`config.mk`:
```
export PLATFORM = sky130hd
export DESIGN_NAME = periph_tx_arbiter
export DESIGN_NICKNAME = d
export VERILOG_FILES = /design/src/rtl/periph_arb_pkg.sv /design/src/rtl/periph_arb_skid.sv /design/src/rtl/periph_tx_arbiter.sv
export SDC_FILE = /design/constraint.sdc
export NUM_CORES = 1
export LEC_CHECK = 0
export CORE_ASPECT_RATIO = 0.5
export CORE_UTILIZATION = 45
export DETAILED_ROUTE_END_ITERATION = 6
export DONT_BUFFER_PORTS = 1
export PLACE_DENSITY = 0.62
export SYNTH_ARGS = -nofsm -noshare
export SYNTH_HDL_FRONTEND = slang
export SYNTH_SLANG_ARGS = --single-unit
export TNS_END_PERCENT = 50
```
`constraint.sdc`:
```
create_clock -name clk -period 3.8 [get_ports clk]
set_input_delay 0.76 -clock clk [delete_from_list [all_inputs] [get_ports clk]]
set_output_delay 0.76 -clock clk [all_outputs]
set_load 0.01 [all_outputs]
```
`src/rtl/periph_arb_pkg.sv`:
```
// Shared types and the round-robin search helper for periph_tx_arbiter.
package periph_arb_pkg;

    localparam int unsigned ADDR_W = 3;
    localparam int unsigned PAY_W  = 32 - ADDR_W;

    typedef struct packed {
        logic [ADDR_W-1:0] addr;
        logic [PAY_W-1:0]  payload;
    } arb_word_t;

    typedef enum logic {ARB_IDLE, ARB_BURST} arb_state_t;

    // First set bit of valid[n-1:0] searching upward from last+1 with wrap; last if none.
    function automatic int unsigned rr_next(input logic [31:0] valid, input int unsigned n,
                                            input int unsigned last);
        int unsigned idx;
        logic        found;
        rr_next = last;
        found   = 1'b0;
        for (int unsigned k = 1; k <= 32; k++) begin
            idx = (last + k) % n;
            if (k <= n && !found && valid[idx[4:0]]) begin
                rr_next = idx;
                found   = 1'b1;
            end
        end
    endfunction

endpackage

```
`src/rtl/periph_arb_skid.sv`:
```
// Two-entry first-word-fall-through buffer; dout reads zero while empty.
module periph_arb_skid #(
    parameter int unsigned W = 32
) (
    input  logic         clk,
    input  logic         rst,
    input  logic         push,
    input  logic [W-1:0] din,
    output logic         space,
    input  logic         pop,
    output logic [W-1:0] dout,
    output logic         not_empty
);

    logic [W-1:0] e0_q, e1_q;
    logic [1:0]   cnt_q;
    logic         rd;

    assign not_empty = (cnt_q != 2'd0);
    assign rd        = pop && not_empty;
    // A read in the same cycle frees a slot, so a full buffer can still accept a push.
    assign space     = (cnt_q < 2'd2) || pop;
    assign dout      = not_empty ? e0_q : '0;

    always_ff @(posedge clk or posedge rst) begin
        if (rst) begin
            e0_q  <= '0;
            e1_q  <= '0;
            cnt_q <= 2'd0;
        end else begin
            case (cnt_q)
                2'd0: begin
                    if (push) begin
                        e0_q  <= din;
                        cnt_q <= 2'd1;
                    end
                end
                2'd1: begin
                    if (push && rd) begin
                        e0_q <= din;
                    end else if (push) begin
                        e1_q  <= din;
                        cnt_q <= 2'd2;
                    end else if (rd) begin
                        cnt_q <= 2'd0;
                    end
                end
                default: begin
                    if (rd) begin
                        e0_q <= e1_q;
                        if (push) begin
                            e1_q <= din;
                        end else begin
                            cnt_q <= 2'd1;
                        end
                    end
                end
            endcase
        end
    end

endmodule

```
`src/rtl/periph_tx_arbiter.sv`:
```
// Round-robin bounded-burst merge of N peripheral TX streams toward the FT601 controller.
// Define PERIPH_ARB_STATS_EN to add per-port popped-word counters (stat_words, stat_clr).
module periph_tx_arbiter #(
    parameter int unsigned N_PERIPH  = 8,
    parameter int unsigned ADDR_W    = 3,
    parameter int unsigned MAX_BURST = 16
) (
    input  logic                             clk,
    input  logic                             rst,
    input  logic [N_PERIPH-1:0]              periph_valid,
    input  logic [N_PERIPH*(32-ADDR_W)-1:0]  periph_data,
    output logic [N_PERIPH-1:0]              periph_ready,
    output logic                             periph_data_available,
    input  logic                             read_periph_data,
    output logic [31:0]                      data_i,
    output logic [3:0]                       i_valid
`ifdef PERIPH_ARB_STATS_EN
    ,
    input  logic                             stat_clr,
    output logic [N_PERIPH*16-1:0]           stat_words
`endif
);
    import periph_arb_pkg::*;

    localparam int unsigned PAY_W = 32 - ADDR_W;
    localparam int unsigned GW    = (N_PERIPH > 1) ? $clog2(N_PERIPH) : 1;
    localparam int unsigned CW    = $clog2(MAX_BURST + 1);

    arb_state_t       state_q, state_d;
    logic [GW-1:0]    grant_q, grant_d, last_q, last_d;
    logic [CW-1:0]    cnt_q, cnt_d;
    logic [PAY_W-1:0] pay_arr [N_PERIPH];
    logic             space, take, not_empty;
    logic [31:0]      push_word;

    always_comb begin
        for (int i = 0; i < N_PERIPH; i++) begin
            pay_arr[i] = periph_data[i*PAY_W +: PAY_W];
        end
    end

    assign push_word = {ADDR_W'(grant_q), pay_arr[grant_q]};

    always_comb begin
        state_d      = state_q;
        grant_d      = grant_q;
        last_d       = last_q;
        cnt_d        = cnt_q;
        take         = 1'b0;
        periph_ready = '0;
        unique case (state_q)
            ARB_IDLE: begin
                if (|periph_valid) begin
                    grant_d = GW'(rr_next(32'(periph_valid), N_PERIPH, 32'(last_q)));
                    state_d = ARB_BURST;
                end
            end
            ARB_BURST: begin
                if (!periph_valid[grant_q]) begin
                    state_d = ARB_IDLE;
                    last_d  = grant_q;
                    cnt_d   = '0;
                end else if (space) begin
                    take                  = 1'b1;
                    periph_ready[grant_q] = 1'b1;
                    if (cnt_q == CW'(MAX_BURST - 1)) begin
                        state_d = ARB_IDLE;
                        last_d  = grant_q;
                        cnt_d   = '0;
                    end else begin
                        cnt_d = cnt_q + CW'(1);
                    end
                end
            end
            default: state_d = ARB_IDLE;
        endcase
    end

    always_ff @(posedge clk or posedge rst) begin
        if (rst) begin
            state_q <= ARB_IDLE;
            grant_q <= '0;
            last_q  <= GW'(N_PERIPH - 1);
            cnt_q   <= '0;
        end else begin
            state_q <= state_d;
            grant_q <= grant_d;
            last_q  <= last_d;
            cnt_q   <= cnt_d;
        end
    end

    periph_arb_skid #(
        .W (32)
    ) u_skid (
        .clk       (clk),
        .rst       (rst),
        .push      (take),
        .din       (push_word),
        .space     (space),
        .pop       (read_periph_data),
        .dout      (data_i),
        .not_empty (not_empty)
    );

    assign periph_data_available = not_empty;
    assign i_valid               = {4{not_empty}};

`ifdef PERIPH_ARB_STATS_EN
    logic [15:0] stat_q [N_PERIPH];

    always_ff @(posedge clk or posedge rst) begin
        if (rst) begin
            for (int i = 0; i < N_PERIPH; i++) stat_q[i] <= '0;
        end else begin
            for (int i = 0; i < N_PERIPH; i++) begin
                if (stat_clr) begin
                    stat_q[i] <= '0;
                end else if (periph_ready[i] && stat_q[i] != 16'hFFFF) begin
                    stat_q[i] <= stat_q[i] + 16'd1;
                end
            end
        end
    end

    always_comb begin
        for (int i = 0; i < N_PERIPH; i++) stat_words[i*16 +: 16] = stat_q[i];
    end
`endif

endmodule
```
==> metrics, run 1 <==
status=completed; Placed Instances=769; Mapped Cells=642; die area=13800 um2; clock slew at reported path FFs=0.06 ns; largest net degree at the start of global routing=67; post_cts resized=0; Core Util, Final=49.8%; core area=12800 um2; placed cell areas=6070 um2; worst vdd ir=0.455 mV; design area=6380 um2; Tightest Pin Transition=1.06 ns; Total Wirelength=19.7 mm; relative slew slack=29.2%; setup bufs post-CTS=0; period utilization=87.5%; sequential share of the synthesized area=32.8%; Crit. End Element=output pin; vias in the first global route=5373; Power Density=999 nW/um2; Final min period=3.32 ns; Post-CTS Hold Fix Bufs=0; GPL Wtd Cong=0.966; Starting DRT DRC Count=552; First-pass DRT Iterations=6; Ports=288; most common cell after layout, fill and taps aside=a22oi_1; worst-skew pair later-pin latency=0.34 ns; vias per std cell=7.28; global-route wire length before repair=29.7 mm; Post-synth EDFFs=0; Most used DFF post-synth=dfrtp_1; Final Max Tran Viols=0; drt wl/cell=25.0 um; CP arrival=2.56 ns; Static Leak=2.52 nW; Port Buffer Count=0; synthesized area=5970 um2; unique cell type count in the Yosys netlist=63; Die X=165 um; vias=5716; Initial Utilization=46.6%; Root Buffer=clkbuf_16; Register-to-Register Path Depth=8; Synth top area share=31.4%; H-tree lvl count=3; skew final=0.0140 ns; WP data required=3.04 ns; DRT antenna net count=0; layout cell share with drive strength beyond 1=13.0%; DRC Markers=0; final setup fails=0; initial antenna violation count=0; post-synth top area cell=dfrtp_1; Hold Path Class=primary input to async pin; Std-Cell Rows=29; Num CTS Buffers=9; Synth area leaders=dfrtp_1, a22oi_1, a41oi_1; RSZ-0062 raised after global routing=false; Finished Layout Cells=785; Setup CP Type=register to output pin; Nets=856; Syn-to-layout area delta=6.92%; GRT Residual Overflow=0; dpl hpwl=14.1 mm; syn_nets=888; Synth Area per Inst=9.30 um2; Setup crit start kind=register; fmax=301 MHz; Hold Vio Cnt, Final=0; CTS tree=yes; clk buf depth=2; Tot GR Track Use=28.0%; die height=83.4 um; yosys synthesis warning count=0; flop and latch count out of synthesis=78; CTS sink cnt=78; crit path max fanout=13; antenna cells=0; max-cap violation count=0; Setup TNS=0 ns; ys async rst share=100%; most frequent cells in the layout=a22oi_1, dfrtp_1, a41oi_1
## sequential cells by signal, summed over array words and instances, names as in the netlist
signal	flops
u_skid.cnt_q	2
cnt_q	5
u_skid.e0_q	32
u_skid.e1_q	32
last_q	3
state_q	1
grant_q	3
## metal layers
layer  wire length [um]  track usage, %
met5                  0               0
met4                430            8.34
met3               1580            6.19
met2               8860            42.1
met1               8790            40.2
## final timing paths
| path | slack (ns) | to | startpoint |
|---|---|---|---|
| setup / recovery | 0.48 | periph_ready[4] | grant_q[1] |
| hold reg to reg | 0.47 | u_skid.e0_q[11] | u_skid.e0_q[11] |
| setup reg to reg | 0.77 | grant_q[1] | last_q[0] |
| hold / removal | 0.41 | u_skid.e0_q[24] | rst |
| max in group asynchronous | 2.57 | last_q[0] | rst |
| min in group clk | 0.47 | u_skid.e0_q[11] | u_skid.e0_q[11] |
## through the flow
stage	power (mW)	hold slack [ns]	setup WS (ns)
finish	6.37	0.414	0.476
global route	6.88	0.480	0.272
CTS	6.37	0.449	0.463
detailed placement	5.47	0.462	0.800
global placement	5.40	0.452	0.829
floorplan	4.68	0.442	1.00
## kinds of logic after synthesis
group                    Yosys count  share of synthesized area, %
AO/OA/AOI/OAI                    312                          38.0
AND/OR/NAND/NOR                  130                          11.0
flip-flops                        78                          32.8
buffers and inverters             74                          6.02
multiplexers                      41                          10.8
XOR/XNOR                           4                         0.839
adder cells (fa/ha/maj)            3                         0.629
## cell usage after synthesis (3+ instances only)
library cell,n
o31ai_1,3
a22o_1,4
a22oi_1,116
nand2b_1,6
buf_4,4
inv_1,9
mux2i_1,12
mux4_1,6
o21ai_0,32
o2111ai_1,3
buf_2,25
nor3_1,6
o21a_1,3
nor2_1,12
and2_1,33
nand2_1,52
a21o_1,31
a41oi_1,58
dfstp_2,3
mux4_2,9
nand3_1,3
a21oi_1,37
ha_1,3
dfrtp_1,75
clkbuf_1,30
mux2_2,8
o21ai_1,7
nor4_1,6
mux2_1,4
## cell type report
type | instances | area, um2
multi-input combinational | 490 | 3680
tap | 170 | 213
sequential | 78 | 1960
fill | 1211 | 6430
clock buffer | 10 | 239
inverter | 9 | 35.0
timing repair buffer | 22 | 190
clock inverter | 6 | 70.1
## power by group
group	internal (mW)	switching [mW]	total, mW
Combinational	1.63	2.34	3.96
Sequential	1.22	0.306	1.52
Clock	0.532	0.357	0.888
## worst max-delay path: stages, from the launching register on
cell,delay [ns]
dfrtp_1,0.64
nand2b_1,0.25
o22ai_1,0.40
o31ai_4,0.15
nand2b_1,0.35
nor4_1,0.27
buf_4,0.17
(Power assumes the default switching activity.)
==> run 2: changes to the inputs <==
Settings changed: CAP_MARGIN from default to 20.
==> results of run 2 <==
The final DEF is identical to that of run 1; final timing and power are the same.
==> run 3: changes to the inputs <==
Settings changed: CORE_UTILIZATION 45 to 25, PLACE_DENSITY 0.62 to 0.4, SKIP_LAST_GASP from default to 1.
==> run 3 against run 2 <==
The run now ends with DRC left; critical endpoint is now periph_ready[6]; global-route usage shrank 11 points; largest power group unchanged; worst setup slack lost 0.026 ns; via count shrank 3.4%; non-clock buffer count grew 2; hold slack lost 0.12 ns; largest cell class unchanged; sequential power is essentially flat.
==> metrics, run 3 (same netlist as run 1, synthesis figures left out) <==
post-place setup slack=0.744 ns (was 0.800 ns); post_cts resized=0 (unchanged); Initial Utilization=25.8% (was 46.6%); Reg power frac=23.6% (was 23.9%); Setup TNS=0 ns (unchanged); GPL Wtd Cong=0.802 (was 0.966); Hold Vio Cnt, Final=0 (unchanged); period utilization=88.2% (was 87.5%); P_sw=3.10 mW (was 3.00 mW); crit path max fanout=16 (was 13); CP arrival=2.59 ns (was 2.56 ns); Num CTS Buffers=9 (unchanged); status=complete, but fails checks (was completed); most frequent cells in the layout=a22oi_1, dfrtp_1, a41oi_1 (unchanged); vias per std cell=5.97 (was 7.28); Power Density=984 nW/um2 (was 999 nW/um2); max-cap violation count=0 (unchanged); fmax=299 MHz (was 301 MHz); Root Buffer=clkbuf_16 (unchanged); R2R Path End=grant_q[1] (unchanged); CTS sink cnt=78 (unchanged); CTS tree=yes (unchanged); DRT antenna net count=0 (unchanged); Critical-path top delay cell=dfrtp_1 (unchanged); most common cell after layout, fill and taps aside=a22oi_1 (unchanged); dpl hpwl=15.2 mm (was 14.1 mm); WP data required=3.04 ns (about the same); final setup fails=0 (unchanged); core area=23100 um2 (was 12800 um2); Starting DRT DRC Count=481 (was 552); First-pass DRT Iterations=7 (was 6); vias in the first global route=5237 (was 5373); Nets=858 (was 856); Die X=221 um (was 165 um); Crit. End Element=output pin (unchanged); worst setup margin=0.450 ns (was 0.476 ns); reg2reg setup slack=0.70 ns (was 0.77 ns); worst setup path endpoint=periph_ready[6] (was periph_ready[4]); Pint=3.34 mW (was 3.37 mW); failing checks=DRC; relative slew slack=40.0% (was 29.2%); Total Wirelength=21.1 mm (was 19.7 mm); DRC Markers=16 (was 0); Hold Path Class=primary input to async pin (unchanged); RSZ-0062 raised after global routing=false (unchanged); drt wl/cell=22.9 um (was 25.0 um); largest net degree at the start of global routing=66 (was 67); crit path cell chain=mux2i_1 > o22ai_1 > o31ai_4 > nand2b_1 > nor3_1 > buf_4 (was nand2b_1 > o22ai_1 > o31ai_4 > nand2b_1 > nor4_1 > buf_4); Setup crit start kind=register (unchanged); design area=6550 um2 (was 6380 um2); Static Leak=2.50 nW (was 2.52 nW); clock slew at reported path FFs=0.06 ns (about the same); leading registers by flop count=u_skid.e0_q x32, u_skid.e1_q x32, cnt_q x5 (unchanged); Final min period=3.35 ns (was 3.32 ns); H-tree lvl count=3 (unchanged); Register-to-Register Path Depth=8 (unchanged); worst vdd ir=0.498 mV (was 0.455 mV); Tightest Pin Transition=0.900 ns (was 1.06 ns); GRT Residual Overflow=0 (unchanged); Std-Cell Rows=39 (was 29); die area=24500 um2 (was 13800 um2); worst reg2reg startpoint=last_q[1] (was last_q[0]); Setup CP Type=register to output pin (unchanged); slowest cell delay on critical path=0.73 ns (was 0.64 ns); Final Max Tran Viols=0 (unchanged); vias=5520 (was 5716); global-route wire length before repair=31.5 mm (was 29.7 mm); die height=111 um (was 83.4 um); initial antenna violation count=0 (unchanged); combinational share of power=63.2% (was 62.2%); setup bufs post-CTS=0 (unchanged); clk buf depth=2 (unchanged); antenna cells=0 (unchanged); Finished Layout Cells=924 (was 785); Syn-to-layout area delta=9.71% (was 6.92%); Sw Share=48.1% (was 47.1%); skew final=0.00677 ns (was 0.0140 ns); placed cell areas=6250 um2 (was 6070 um2); Placed Instances=908 (was 769); worst-skew pair later-pin latency=0.34 ns (about the same); Ports=288 (unchanged); Clk pwr share=13.2% (was 13.9%); layout cell share with drive strength beyond 1=13.3% (was 13.0%); Port Buffer Count=0 (unchanged); Post-CTS Hold Fix Bufs=0 (unchanged); Tot GR Track Use=16.9% (was 28.0%); CP Launch Point=grant_q[2] (was grant_q[1])
run 3: cell count changes in the layout (fill, tap and decap cells not counted), moves of 2 or more:
cell / before / now
clkbuf_8: 1 / 3
buf_4: 20 / 23
clkinv_4: 3 / 0
clkinvlp_4: 0 / 4
run 3: per-layer routing:
layer	track usage [%]	routed length [um]	up-vias	part of all wire, %
li1	-	-	2498	-
met5	0	0	-	0
met4	3.88	273	0	1.3
met3	3.24	1280	20	6.0
met1	22.7	9470	2806	45
met2	27.8	10100	196	48
run 3: metrics by stage:
step | hold WS [ns] | total power [mW] | utilization (%)
after floorplan | 0.442 | 4.68 | -
after global placement | 0.458 | 5.58 | 27.0
after detailed placement | 0.464 | 5.64 | 27.0
after CTS | 0.297 | 6.53 | 28.3
after global routing | 0.314 | 7.03 | 28.3
final | 0.297 | 6.45 | 28.3
run 3: critical path, delay by kind of cell (launching register included):
kind	cells	cell delay (ns)
DFF	1	0.73
AOI/OAI and AO/OA	2	0.55
and+or+nand+nor	2	0.49
muxes	1	0.31
buffers and inverters	1	0.16
run 3: final cells by class:
class	count	area (um2)
inverters	9	35.0
fillers	2459	16600
clock buffers	12	267
clock inverters	4	30.0
repair buffers	24	193
flip-flops and latches	78	1960
well taps	307	384
multi-input cells	490	3680
run 3: worst min-delay path by stage:
stage | end | slack [ns] | depth (start not counted)
3_3_place_gp | u_skid.e0_q[14] | 0.46 | 2
6_report | u_skid.e1_q[25] | 0.30 | 1
2_1_floorplan | u_skid.e0_q[0] | 0.44 | 2
4_1_cts | u_skid.e1_q[25] | 0.30 | 1
5_1_grt | u_skid.e1_q[25] | 0.31 | 1
3_5_place_dp | u_skid.e0_q[12] | 0.46 | 2
run 3: power by group through the flow:
stage	clock network [mW]	registers [mW]	logic (mW)
CTS	0.890	1.52	4.11
detailed placement	0	1.53	4.11
global route	0.917	1.58	4.53
floorplan	0	1.37	3.31
global placement	0	1.53	4.05
finish	0.850	1.52	4.07
